===== src/rtl/uvma_debug_req_chk_pkg.sv =====
`default_nettype none
// ============================================================================
// Module   : uvma_debug_req_chk_pkg
// Purpose  : Shared constants for the debug-request protocol checker:
//            hart FSM state encoding, error vector indices, pulse counter
//            width and its saturation helper.
// Revision : 1.0 - initial release
// ============================================================================
package uvma_debug_req_chk_pkg;

  // Hart FSM state encoding
  localparam int unsigned STATE_W = 2;
  typedef logic [STATE_W-1:0] hart_state_t;

  localparam hart_state_t ST_IDLE      = 2'd0;
  localparam hart_state_t ST_REQ       = 2'd1;
  localparam hart_state_t ST_WAIT_HALT = 2'd2;
  localparam hart_state_t ST_HALTED    = 2'd3;

  // Bit positions inside a hart's error vector
  localparam int unsigned ERR_SHORT    = 0;
  localparam int unsigned ERR_LONG     = 1;
  localparam int unsigned ERR_TIMEOUT  = 2;
  localparam int unsigned ERR_SPURIOUS = 3;
  localparam int unsigned NUM_ERR      = 4;

  // Consecutive-high-cycle counter width
  localparam int unsigned PCNT_W = 16;

  // Saturation point of the pulse counter: MAX_PULSE+1 when bounded,
  // all-ones when the long-pulse check is disabled (max_pulse == 0).
  function automatic logic [PCNT_W-1:0] pcnt_sat(input int unsigned max_pulse);
    logic [PCNT_W-1:0] v;
    if (max_pulse == 0) v = '1;
    else                v = PCNT_W'(max_pulse + 1);
    return v;
  endfunction

endpackage
`default_nettype wire


===== src/rtl/uvma_debug_req_chk_hart.sv =====
`default_nettype none
// ============================================================================
// Module   : uvma_debug_req_chk_hart
// Purpose  : One hart channel of the debug-request checker: edge detection,
//            request/halt FSM with ack timer, pulse-width counter, error
//            pulses and wrapping event counters. All outputs are registered
//            (one cycle after the sampled edge).
// Revision : 1.0 - initial release
// ============================================================================
module uvma_debug_req_chk_hart
  import uvma_debug_req_chk_pkg::*;
#(
  parameter int unsigned MIN_PULSE   = 1,
  parameter int unsigned MAX_PULSE   = 0,
  parameter int unsigned ACK_TIMEOUT = 256,
  parameter int unsigned CNT_W       = 16
) (
  input  logic               clk_i,
  input  logic               rst_ni,
  input  logic               enable_i,
  input  logic               req_i,
  input  logic               halted_i,
  output logic [NUM_ERR-1:0] err_o,
  output logic [CNT_W-1:0]   req_cnt_o,
  output logic [CNT_W-1:0]   halt_cnt_o
);

  localparam int unsigned       TMR_W     = $clog2(ACK_TIMEOUT + 1);
  localparam logic [TMR_W-1:0]  TMR_MAX   = TMR_W'(ACK_TIMEOUT);
  localparam logic [TMR_W-1:0]  TMR_ONE   = TMR_W'(1);
  localparam logic [PCNT_W-1:0] PCNT_SAT  = pcnt_sat(MAX_PULSE);
  localparam logic [PCNT_W-1:0] PCNT_MIN  = PCNT_W'(MIN_PULSE);
  localparam logic [PCNT_W-1:0] PCNT_LONG = PCNT_W'(MAX_PULSE);

  logic               req_q, halted_q;
  hart_state_t        state_q, state_d;
  logic [TMR_W-1:0]   timer_q, timer_d;
  logic [PCNT_W-1:0]  pcnt_q, pcnt_d;
  // Set while the current high pulse started from IDLE and is width-checked
  logic               pchk_q, pchk_d;
  logic [NUM_ERR-1:0] err_q, err_d;
  logic [CNT_W-1:0]   req_cnt_q, req_cnt_d;
  logic [CNT_W-1:0]   halt_cnt_q, halt_cnt_d;

  logic w_req_rise, w_req_fall, w_halt_rise, w_halt_fall;

  assign w_req_rise  = req_i & ~req_q;
  assign w_req_fall  = ~req_i & req_q;
  assign w_halt_rise = halted_i & ~halted_q;
  assign w_halt_fall = ~halted_i & halted_q;

  // Next-state: FSM, ack timer, pulse counter, error pulses, event counters
  always_comb begin
    state_d    = state_q;
    timer_d    = timer_q;
    pcnt_d     = '0;
    pchk_d     = 1'b0;
    err_d      = '0;
    req_cnt_d  = req_cnt_q;
    halt_cnt_d = halt_cnt_q;

    if (!enable_i) begin
      // Disabled: everything parked, counters frozen, no errors
      state_d = ST_IDLE;
      timer_d = '0;
    end else begin
      if (req_i) pcnt_d = (pcnt_q == PCNT_SAT) ? pcnt_q : pcnt_q + 1'b1;

      pchk_d = pchk_q;
      if (w_req_rise)      pchk_d = (state_q == ST_IDLE);
      else if (w_req_fall) pchk_d = 1'b0;

      err_d[ERR_SHORT] = pchk_q && w_req_fall && (pcnt_q < PCNT_MIN);
      // Fires on the cycle the count steps from MAX_PULSE to MAX_PULSE+1;
      // saturation at MAX_PULSE+1 keeps it to a single pulse.
      err_d[ERR_LONG]  = (MAX_PULSE != 0) && pchk_q && req_i && (pcnt_q == PCNT_LONG);

      if (w_req_rise)  req_cnt_d  = req_cnt_q + 1'b1;
      if (w_halt_rise) halt_cnt_d = halt_cnt_q + 1'b1;

      case (state_q)
        ST_IDLE: begin
          if (w_halt_rise) begin
            // A simultaneous request legitimises the halt
            state_d             = ST_HALTED;
            err_d[ERR_SPURIOUS] = ~w_req_rise;
          end else if (w_req_rise) begin
            state_d = ST_REQ;
            timer_d = TMR_ONE;
          end
        end
        ST_REQ, ST_WAIT_HALT: begin
          // Halt has priority over an expiring timer
          if (w_halt_rise) begin
            state_d = ST_HALTED;
            timer_d = '0;
          end else if (timer_q == TMR_MAX) begin
            state_d            = ST_IDLE;
            timer_d            = '0;
            err_d[ERR_TIMEOUT] = 1'b1;
          end else begin
            timer_d = timer_q + 1'b1;
            if ((state_q == ST_REQ) && w_req_fall) state_d = ST_WAIT_HALT;
          end
        end
        ST_HALTED: begin
          if (w_halt_fall) state_d = ST_IDLE;
        end
        default: begin
          state_d = ST_IDLE;
          timer_d = '0;
        end
      endcase
    end
  end

  // State registers; edge-detect samples track inputs even while disabled
  always_ff @(posedge clk_i or negedge rst_ni) begin
    if (!rst_ni) begin
      req_q      <= 1'b0;
      halted_q   <= 1'b0;
      state_q    <= ST_IDLE;
      timer_q    <= '0;
      pcnt_q     <= '0;
      pchk_q     <= 1'b0;
      err_q      <= '0;
      req_cnt_q  <= '0;
      halt_cnt_q <= '0;
    end else begin
      req_q      <= req_i;
      halted_q   <= halted_i;
      state_q    <= state_d;
      timer_q    <= timer_d;
      pcnt_q     <= pcnt_d;
      pchk_q     <= pchk_d;
      err_q      <= err_d;
      req_cnt_q  <= req_cnt_d;
      halt_cnt_q <= halt_cnt_d;
    end
  end

  assign err_o      = err_q;
  assign req_cnt_o  = req_cnt_q;
  assign halt_cnt_o = halt_cnt_q;

`ifdef UVMA_DEBUG_REQ_CHK_SVA_EN
  // Halt-latency observation points for coverage in the top
  logic w_cov_lat_one, w_cov_lat_max;
  assign w_cov_lat_one = enable_i && w_halt_rise &&
                         ((state_q == ST_REQ) || (state_q == ST_WAIT_HALT)) &&
                         (timer_q == TMR_ONE);
  assign w_cov_lat_max = enable_i && w_halt_rise &&
                         ((state_q == ST_REQ) || (state_q == ST_WAIT_HALT)) &&
                         (timer_q == TMR_MAX);
`endif

endmodule
`default_nettype wire


===== config.mk =====
export PLATFORM = sky130hd
export DESIGN_NAME = uvma_debug_req_chk_hart
export DESIGN_NICKNAME = d
export VERILOG_FILES = /design/src/rtl/uvma_debug_req_chk_pkg.sv /design/src/rtl/uvma_debug_req_chk_hart.sv
export SDC_FILE = /design/constraint.sdc
export NUM_CORES = 1
export LEC_CHECK = 0
export CAP_MARGIN = 20
export CELL_PAD_IN_SITES_DETAIL_PLACEMENT = 1
export CELL_PAD_IN_SITES_GLOBAL_PLACEMENT = 1
export CORE_ASPECT_RATIO = 0.75
export CORE_MARGIN = 2
export CORE_UTILIZATION = 47
export CTS_CLUSTER_DIAMETER = 100
export DETAILED_ROUTE_END_ITERATION = 16
export GPL_TIMING_DRIVEN = 1
export PLACE_DENSITY = 0.93
export REMOVE_ABC_BUFFERS = 1
export SKIP_CTS_REPAIR_TIMING = 1
export SLEW_MARGIN = 15
export SYNTH_ARGS = -nofsm -noshare
export SYNTH_HDL_FRONTEND = slang
export SYNTH_SLANG_ARGS = --single-unit
export TNS_END_PERCENT = 5

===== constraint.sdc =====
create_clock -name clk_i -period 3 [get_ports clk_i]
set_clock_uncertainty 0.2 [all_clocks]
set_input_delay 0.6 -clock clk_i [delete_from_list [all_inputs] [get_ports clk_i]]
set_output_delay 0.6 -clock clk_i [all_outputs]
set_load 0.05 [all_outputs]

==> impl_metrics.json <==
{
  "cp.arrival_ns": 2.63,
  "routabilityCongestion": 0.886,
  "post_drt_wl_per_cell_um": 20.6,
  "clock_sinks": 65,
  "path_buf_inv": 1,
  "grt_max_degree": 41,
  "initialDrtViolationCount": 101,
  "drv_cap": 0,
  "drv_slew": 0,
  "synth_edf_count": 0,
  "drc": 0,
  "synth.most_common_cell": "dfrtp_1",
  "num_antenna_cells": 0,
  "coreArea_mm2": 0.00680,
  "grt_setup_unrepaired": "no",
  "endpoint_kind": "flip-flop",
  "period_share": 0.875,
  "fin_cells": 464,
  "leakage_nw": 1.71,
  "worst_slew_pin_slew_ns": 0.780,
  "dp_hpwl_mm": 6.59,
  "cts_buffers": 9,
  "synth_area_mm2": 0.00331,
  "dp.cells": 449,
  "path_clk_slew_ns": 0.07,
  "synth_common_cells": "65 x dfrtp_1, 35 x nand2_1, 20 x nand3_1",
  "syn_area_per_cell_um2": 10.1,
  "ant_nets": 0,
  "yosysUniqueCellTypes": 49,
  "finalSetupTns_ns": 0,
  "first_pass_iters": 4,
  "clk_latency_ns": 0.35,
  "start_util": 0.487,
  "via_per_inst": 6.11,
  "grt.total_usage": 0.267,
  "die_height_um": 76.7,
  "setup_viol_count_final": 0,
  "cts.root.buffer_cell": "clkbuf_8",
  "cts_max_level": 3,
  "hold_viol": 0,
  "crit_type": "flip-flop to flip-flop",
  "postSynth.asyncResetShare": 1.00,
  "p_total_w": 0.00270,
  "max_stage_delay_ns": 0.63,
  "critPathRequiredTime_ns": 3.00,
  "critical-path-top-delay-family": "simple AND/OR/NAND/NOR gates",
  "area_growth_pct": 21.7,
  "nets": 390,
  "relSlewSlack": 0.473,
  "worstPathCellList": "inv_1, ha_1, nor4bb_1, a211oi_1, nor2_1, a21oi_1",
  "rows": 26,
  "yosysTopAreaCell": "dfrtp_1",
  "cp_max_fo": 7,
  "cp-start-kind": "flip-flop",
  "synth_cells": 329,
  "n_fill_cell": 766,
  "wirelength_mm": 9.55,
  "io_pins": 41,
  "max_freq_ghz": 0.381,
  "ir_drop_uv": 509,
  "clockBufferDepth": 2,
  "via_count": 2837,
  "p_per_area_mw_per_mm2": 671,
  "seq_area_frac_synth": 0.492,
  "dieArea_mm2": 0.00773,
  "worstHoldPathType": "primary input to async pin",
  "ys.flop_type": "dfrtp_1",
  "antenna_found_initial": 0,
  "yosys-top-cells-area": "dfrtp_1 49%, xnor2_1 5.0%, nand2_1 4.0%, ha_1 3.4%, xor2_1 3.2%",
  "cp_slowest_cell": "nor4bb_1",
  "grt_pass1_vias": 3092,
  "grt_pass1_wl_mm": 16.1,
  "netlist.area_leader.share": 0.492,
  "dieWidth_um": 101,
  "portBuffers": 39,
  "period_needed_ns": 2.62,
  "ys_warn_count": 0,
  "grt.overflow.total": 0,
  "outcome": "completed",
  "cts_tree": "done",
  "drive_gt1_frac": 0.0763,
  "synth-seq-cells": 65
}
[through the flow]
| stage | hold slack [ns] | utilization | worst slack [ns] | area (um2) |
|---|---|---|---|---|
| after floorplan | 0.104 | - | 0.896 | 3270 |
| after global placement | 0.256 | 0.561 | 0.329 | 3810 |
| after detailed placement | 0.272 | 0.561 | 0.247 | 3810 |
| after CTS | 0.0697 | 0.592 | 0.457 | 4030 |
| after global routing | 0.0913 | 0.592 | 0.183 | 4030 |
| final | 0.0643 | 0.592 | 0.375 | 4030 |
[logic make-up after synthesis]
kind of cell,share of synthesized area
adders and majority gates,0.0340
DFF,0.492
xor gates and xnor gates,0.0821
and+or+nand+nor,0.250
buffers and inverters,0.0284
other,0.00113
AOI/OAI and AO/OA,0.0938
muxes,0.0189
[area by class of cell]
class | instances | area, um2 | share of cell area
clock inverter | 2 | 35.0 | 0.00870
inverter | 15 | 56.3 | 0.0140
multi-input combinational | 241 | 1590 | 0.394
tap | 84 | 105 | 0.0261
sequential | 65 | 1630 | 0.404
timing repair buffer | 44 | 435 | 0.108
clock buffer | 13 | 179 | 0.0445
[registers in the layout, indices dropped and copies added, names as in the netlist]
register,count
err_o,3
halt_cnt_o,16
halted_q,1
pchk_q,1
pcnt_q,16
req_cnt_o,16
req_q,1
state_q,2
timer_q,9
[power breakdown]
part           switching [W]  total, W  internal, W
logic               0.000515  0.000787     0.000273
registers           0.000141   0.00111     0.000966
clock network       0.000337  0.000806     0.000469
[path summary, 6_finish.rpt]
path                       cells past startpoint     startpoint  slack [ns]       endpoint
setup / recovery                               6     timer_q[0]        0.38     timer_q[4]
hold / removal                                 1         rst_ni        0.06     timer_q[5]
setup reg to reg                               6     timer_q[0]        0.38     timer_q[4]
hold reg to reg                                1  req_cnt_o[15]        0.27  req_cnt_o[15]
max in group asynchronous                      2         rst_ni        1.90  halt_cnt_o[5]
min in group clk_i                             1  req_cnt_o[15]        0.27  req_cnt_o[15]
[worst register-to-register path, stage by stage, from the launching register on]
cell and delay, ns:
dfrtp_1 0.48, inv_1 0.09, ha_1 0.15, nor4bb_1 0.63
a211oi_1 0.29, nor2_1 0.55, a21oi_1 0.09
[cell usage in the layout (no fill, tap or decap), types with 4 or more instances in the layout]
cell,count
or4_1,7
and4_1,9
ha_1,9
a21oi_1,13
xnor2_1,19
mux2i_1,4
o31ai_1,4
dfrtp_1,65
a211oi_1,5
o21ai_0,9
nand2b_1,4
nor2_1,16
inv_1,14
xor2_1,12
clkdlybuf4s50_1,38
nand4_1,13
nor3_1,16
or3_1,4
nor4_1,5
and2_1,5
buf_4,4
o211ai_1,4
nand2_1,35
nand3_1,20
clkbuf_8,13
[layer usage]
metal,track usage,vias up,part of all wire
met5,0,-,0
met3,0.0784,26,0.042
met1,0.328,1456,0.43
met2,0.437,73,0.50
met4,0.112,0,0.025
li1,-,1282,-
(Power assumes the default switching activity.)
